## src/rtl/cfr_output_monitor.sv

```systemverilog
// Windowed residual-peak monitor for the CFR output: per-window peak |x|^2, its index and over-threshold count.
// Optional per-window power sum is built when CFR_OUTPUT_MONITOR_POWER_SUM_EN is defined.
module cfr_output_monitor #(
   parameter int DATA_WIDTH = 16,
   parameter int WIN_WIDTH  = 16
) (
   input  logic                              clk,
   input  logic                              rst,
   input  logic [DATA_WIDTH-1:0]             data_i_in,
   input  logic [DATA_WIDTH-1:0]             data_q_in,
   input  logic                              ctrl_enable,
   input  logic [WIN_WIDTH-1:0]              ctrl_window_len,
   input  logic [2*DATA_WIDTH-1:0]           ctrl_threshold_sq,
   output logic                              stat_valid,
   output logic [2*DATA_WIDTH-1:0]           stat_peak_sq,
   output logic [WIN_WIDTH-1:0]              stat_peak_idx,
   output logic [WIN_WIDTH:0]                stat_over_cnt,
   output logic [2*DATA_WIDTH+WIN_WIDTH-1:0] stat_power_sum
);

   localparam int MAG_W = 2 * DATA_WIDTH;
   localparam int SUM_W = MAG_W + WIN_WIDTH;
   localparam int CNT_W = WIN_WIDTH + 1;

   typedef enum logic [1:0] {IDLE, START, RUN, DONE} state_t;

   logic signed [DATA_WIDTH-1:0] i_s1, q_s1;
   logic                         en_s1;
   logic signed [MAG_W-1:0]      i_ext, q_ext, sq_i, sq_q;
   logic [MAG_W-1:0]             mag_c;
   logic [MAG_W-1:0]             mag_s2;
   logic                         en_s2;

   state_t                       state_q, state_d;
   logic                         win_first, win_acc, stat_load;
   logic [WIN_WIDTH-1:0]         cur_idx;
   logic [WIN_WIDTH-1:0]         len_q, idx_q;
   logic [MAG_W-1:0]             peak_q;
   logic [WIN_WIDTH-1:0]         peak_idx_q;
   logic [CNT_W-1:0]             over_q;
   logic                         over_hit;

   always_ff @(posedge clk or negedge rst) begin
      if (!rst) begin
         i_s1  <= '0;
         q_s1  <= '0;
         en_s1 <= 1'b0;
      end else begin
         i_s1  <= data_i_in;
         q_s1  <= data_q_in;
         en_s1 <= ctrl_enable;
      end
   end

   // Both squares are non-negative and their sum is at most 2^(2W-1), so MAG_W bits never wrap.
   always_comb begin
      i_ext = MAG_W'(i_s1);
      q_ext = MAG_W'(q_s1);
      sq_i  = i_ext * i_ext;
      sq_q  = q_ext * q_ext;
      mag_c = $unsigned(sq_i) + $unsigned(sq_q);
   end

   always_ff @(posedge clk or negedge rst) begin
      if (!rst) begin
         mag_s2 <= '0;
         en_s2  <= 1'b0;
      end else begin
         mag_s2 <= mag_c;
         en_s2  <= en_s1;
      end
   end

   always_ff @(posedge clk or negedge rst) begin
      if (!rst) state_q <= IDLE;
      else      state_q <= state_d;
   end

   // IDLE looks one stage ahead (en_s1) so START lines up with the first qualified sample at S2.
   // DONE also opens the next window on its own sample, keeping back-to-back windows gapless.
   always_comb begin
      state_d   = state_q;
      win_first = 1'b0;
      win_acc   = 1'b0;
      stat_load = 1'b0;
      cur_idx   = '0;
      unique case (state_q)
         IDLE: begin
            if (en_s1) state_d = START;
         end
         START, DONE: begin
            stat_load = (state_q == DONE);
            if (en_s2) begin
               win_first = 1'b1;
               state_d   = (ctrl_window_len == '0) ? DONE : RUN;
            end else begin
               state_d = en_s1 ? START : IDLE;
            end
         end
         RUN: begin
            if (en_s2) begin
               win_acc = 1'b1;
               cur_idx = idx_q + WIN_WIDTH'(1);
               state_d = (cur_idx == len_q) ? DONE : RUN;
            end else begin
               state_d = en_s1 ? START : IDLE;
            end
         end
         default: state_d = IDLE;
      endcase
   end

   assign over_hit = (mag_s2 > ctrl_threshold_sq);

   always_ff @(posedge clk or negedge rst) begin
      if (!rst) begin
         len_q      <= '0;
         idx_q      <= '0;
         peak_q     <= '0;
         peak_idx_q <= '0;
         over_q     <= '0;
      end else if (win_first) begin
         len_q      <= ctrl_window_len;
         idx_q      <= '0;
         peak_q     <= mag_s2;
         peak_idx_q <= '0;
         over_q     <= CNT_W'(over_hit);
      end else if (win_acc) begin
         idx_q <= cur_idx;
         if (mag_s2 > peak_q) begin
            peak_q     <= mag_s2;
            peak_idx_q <= cur_idx;
         end
         if (over_hit) over_q <= over_q + CNT_W'(1);
      end else if (state_q == IDLE) begin
         idx_q      <= '0;
         peak_q     <= '0;
         peak_idx_q <= '0;
         over_q     <= '0;
      end
   end

   always_ff @(posedge clk or negedge rst) begin
      if (!rst) begin
         stat_valid    <= 1'b0;
         stat_peak_sq  <= '0;
         stat_peak_idx <= '0;
         stat_over_cnt <= '0;
      end else begin
         stat_valid <= stat_load;
         if (stat_load) begin
            stat_peak_sq  <= peak_q;
            stat_peak_idx <= peak_idx_q;
            stat_over_cnt <= over_q;
         end
      end
   end

`ifdef CFR_OUTPUT_MONITOR_POWER_SUM_EN
   logic [SUM_W-1:0] sum_q, stat_sum_q;

   always_ff @(posedge clk or negedge rst) begin
      if (!rst) begin
         sum_q      <= '0;
         stat_sum_q <= '0;
      end else begin
         if (win_first)              sum_q <= SUM_W'(mag_s2);
         else if (win_acc)           sum_q <= sum_q + SUM_W'(mag_s2);
         else if (state_q == IDLE)   sum_q <= '0;
         if (stat_load) stat_sum_q <= sum_q;
      end
   end

   assign stat_power_sum = stat_sum_q;
`else
   assign stat_power_sum = '0;
`endif

endmodule

```

## config.mk

```make
export PLATFORM = sky130hd
export DESIGN_NAME = cfr_output_monitor
export DESIGN_NICKNAME = d
export VERILOG_FILES = /design/src/rtl/cfr_output_monitor.sv
export SDC_FILE = /design/constraint.sdc
export NUM_CORES = 2
export LEC_CHECK = 0
export ABC_AREA = 1
export CORE_UTILIZATION = 56
export CTS_CLUSTER_DIAMETER = 120
export DETAILED_ROUTE_END_ITERATION = 10
export PLACE_DENSITY = 0.83
export SYNTH_ARGS = -nofsm -noshare
export SYNTH_HDL_FRONTEND = slang
export SYNTH_SLANG_ARGS = --single-unit
```

## constraint.sdc

```tcl
create_clock -name clk -period 6.3 [get_ports clk]
set_input_delay 1.26 -clock clk [delete_from_list [all_inputs] [get_ports clk]]
set_output_delay 1.26 -clock clk [all_outputs]
set_load 0.02 [all_outputs]
```

==> results_dict.tcl <==
set metrics [dict create \
    drive_gt1_frac 0.160 \
    grt_pass1_wl_um 124000 \
    outcome "finished, violations left" \
    ys_seq_area_frac 0.199 \
    setup_violations 18 \
    yosys-top-cells-area "fa_1 36%, dfrtp_1 20%, inv_1 12%, ha_1 9.2%, nand2_1 8.6%" \
    synth.avg_cell_area_um2 8.76 \
    num-fill-cells 3628 \
    drt_iter0_drc 1687 \
    io_pins 197 \
    grt_use_total 0.296 \
    tightest_slew_ns 1.22 \
    hp-class "flip-flop to flip-flop" \
    synth-main-ff-cell "dfrtp_1" \
    hold_viol_final 0 \
    fmax_mhz 147 \
    cts_sinks 231 \
    post-place-cells 4312 \
    clock_path_buffers 3 \
    yosysTopAreaCell "fa_1" \
    synth_seq_cells 231 \
    cp_max_fo 9 \
    startpoint_type "flip-flop" \
    die_x_um 230 \
    critPathRequiredTime_ns 6.80 \
    clock_latency_ns 0.58 \
    antennaDiodeCount 0 \
    antenna_found_initial 0 \
    crit_end "mag_s2[26]" \
    cp-end-kind "flip-flop" \
    synth_common_cells "924 x inv_1, 669 x nand2_1, 521 x fa_1, 231 x dfrtp_1, 213 x ha_1" \
    floorplan.die.height_um 230 \
    fin_crit_ns 6.80 \
    critPathLaunch "q_s1[15]" \
    initial_core_util 0.566 \
    num_vias 23003 \
    cts_root_buf "clkbuf_16" \
    drtAntennaViolNets 0 \
    synth_cells 3317 \
    path_class "flip-flop to flip-flop" \
    r2r_start "q_s1[15]" \
    clk_pin_slew_ns 0.07 \
    crit_arrival_ns 7.30 \
    violations "negative setup slack" \
    cpPeakStageDelay_ns 0.58 \
    grt_pass1_vias 24681 \
    place_congestion 0.945 \
    num_rows 83 \
    cts_hold_buf 0 \
    dp_slack_ns -0.561 \
    wl_per_cell_um 17.7 \
    drc 0 \
    rr_endpoint "mag_s2[26]" \
    rrSetupSlack_ns -0.50 \
    grt_max_degree 130 \
    drt_wl_total_um 77900 \
    overflow 0 \
    io_buffers 148 \
    die_area_um2 52800 \
    rsz0062_at_grt "yes" \
    syn-cell-area_um2 29000 \
    core_um2 51300 \
    setup_ws_ns -0.498 \
    cap_violations 0 \
    yosysMostFrequentCell "inv_1" \
    dr.pass1.iters 5 \
    numCtsBuffers 28 \
    dp_hpwl_um 61100 \
    slew_headroom 0.184 \
    fin_cells 4411 \
    synth_top_area_share 0.359 \
    worst_clock_skew_ns 0.0117 \
    syn_to_final_growth_pct 21.5 \
    critPathMostFrequentCell "fa_1" \
    ys_types 42 \
    synth_edf_count 0 \
    cpMaxStageDelayCell "fa_2" \
    rr_worst_depth 27 \
    postSynth.asyncResetShare 1.00 \
    yosysWarnings 0 \
    timing.final.crit_share 1.08 \
    maxSlewViolCount 0 \
    nNetsFinal 4526 \
    cts_tree "done" \
    routed_via_density 5.21 \
    h-tree-depth 1 \
]
## worst min path at each step
stage	from	end	slack, ns	depth (start not counted)
3_5_place_dp	en_s1	en_s2	0.41	0
2_1_floorplan	en_s1	en_s2	0.35	0
4_1_cts	en_s1	en_s2	0.44	0
5_1_grt	en_s1	en_s2	0.46	0
6_report	en_s1	en_s2	0.44	0
3_3_place_gp	en_s1	en_s2	0.42	0
## final cells by class
class / instances / area, µm² / share of cell area
Clock inverter: 18 / 338 / 0.00957
Inverter: 926 / 3480 / 0.0988
Tap cell: 680 / 851 / 0.0241
Sequential cell: 231 / 5810 / 0.165
Timing Repair Buffer: 467 / 4100 / 0.116
Multi-Input combinational cell: 2055 / 19900 / 0.565
Clock buffer: 34 / 774 / 0.0220
## cell usage in the layout (no fill, tap or decap), types with 25 or more instances in the layout
cell	n
nand3_1	97
conb_1	49
dfrtp_1	211
xor2_1	48
xnor2_1	30
o21ai_0	79
fa_2	25
clkdlybuf4s50_1	147
buf_4	283
inv_1	873
a21oi_1	46
ha_1	193
nand2_1	634
inv_2	50
nor2_1	131
fa_1	496
clkbuf_16	29
## worst max-delay path: cells and delay by family (launching register included)
| family | cells | cell delay (ns) |
|---|---|---|
| AOI/OAI and AO/OA | 1 | 0.17 |
| xor gates and xnor gates | 2 | 0.26 |
| adders and majority gates | 9 | 4.21 |
| buffers and inverters | 9 | 0.91 |
| DFF | 1 | 0.44 |
| and+or+nand+nor | 6 | 0.69 |
## layer usage
| layer | vias up | routed length (µm) | global-route usage |
|---|---|---|---|
| li1 | 10340 | - | - |
| met1 | 11369 | 29400 | 0.360 |
| met2 | 1014 | 39000 | 0.523 |
| met3 | 280 | 5440 | 0.0471 |
| met4 | 0 | 4030 | 0.123 |
| met5 | - | 0 | 0 |
## registers in the layout (all words and copies together) (netlist names)
| signal | flops |
|---|---|
| state_q | 2 |
| stat_peak_sq | 32 |
| len_q | 16 |
| stat_over_cnt | 17 |
| idx_q | 16 |
| stat_valid | 1 |
| mag_s2 | 32 |
| i_s1 | 16 |
| over_q | 17 |
| peak_idx_q | 16 |
| peak_q | 32 |
| en_s1 | 1 |
| q_s1 | 16 |
| stat_peak_idx | 16 |
| en_s2 | 1 |
## metrics by stage
| step | instance area (µm²) | util | setup TNS, ns | hold WS (ns) |
|---|---|---|---|---|
| final | 35300 | 0.688 | -5.41 | 0.441 |
| after global routing | 35300 | 0.688 | -8.10 | 0.459 |
| after CTS | 34900 | 0.680 | -2.96 | 0.438 |
| after detailed placement | 33100 | 0.644 | -6.90 | 0.414 |
| after global placement | 33100 | 0.644 | -4.86 | 0.425 |
| after floorplan | 29400 | - | -0.00712 | 0.354 |
## kinds of logic after synthesis
logic type | synth area share
buf+inv | 0.148
fa+ha+maj | 0.451
other cells | 0.000129
xor+xnor | 0.0244
compound gates | 0.0397
flops | 0.199
simple gates | 0.138
## what timing repair did
action | in CTS | in global routing
gates resized for setup | 127 | 107
endpoints found under the hold margin | 0 | 0
setup buffers | 34 | 18
pin swaps | 82 | 92
setup endpoints to repair | 20 | 22
gates cloned | 0 | 0
Power is left out: the tool's default activity adds up to more than one toggle a clock period on the data nets, which glitch-free logic cannot reach.
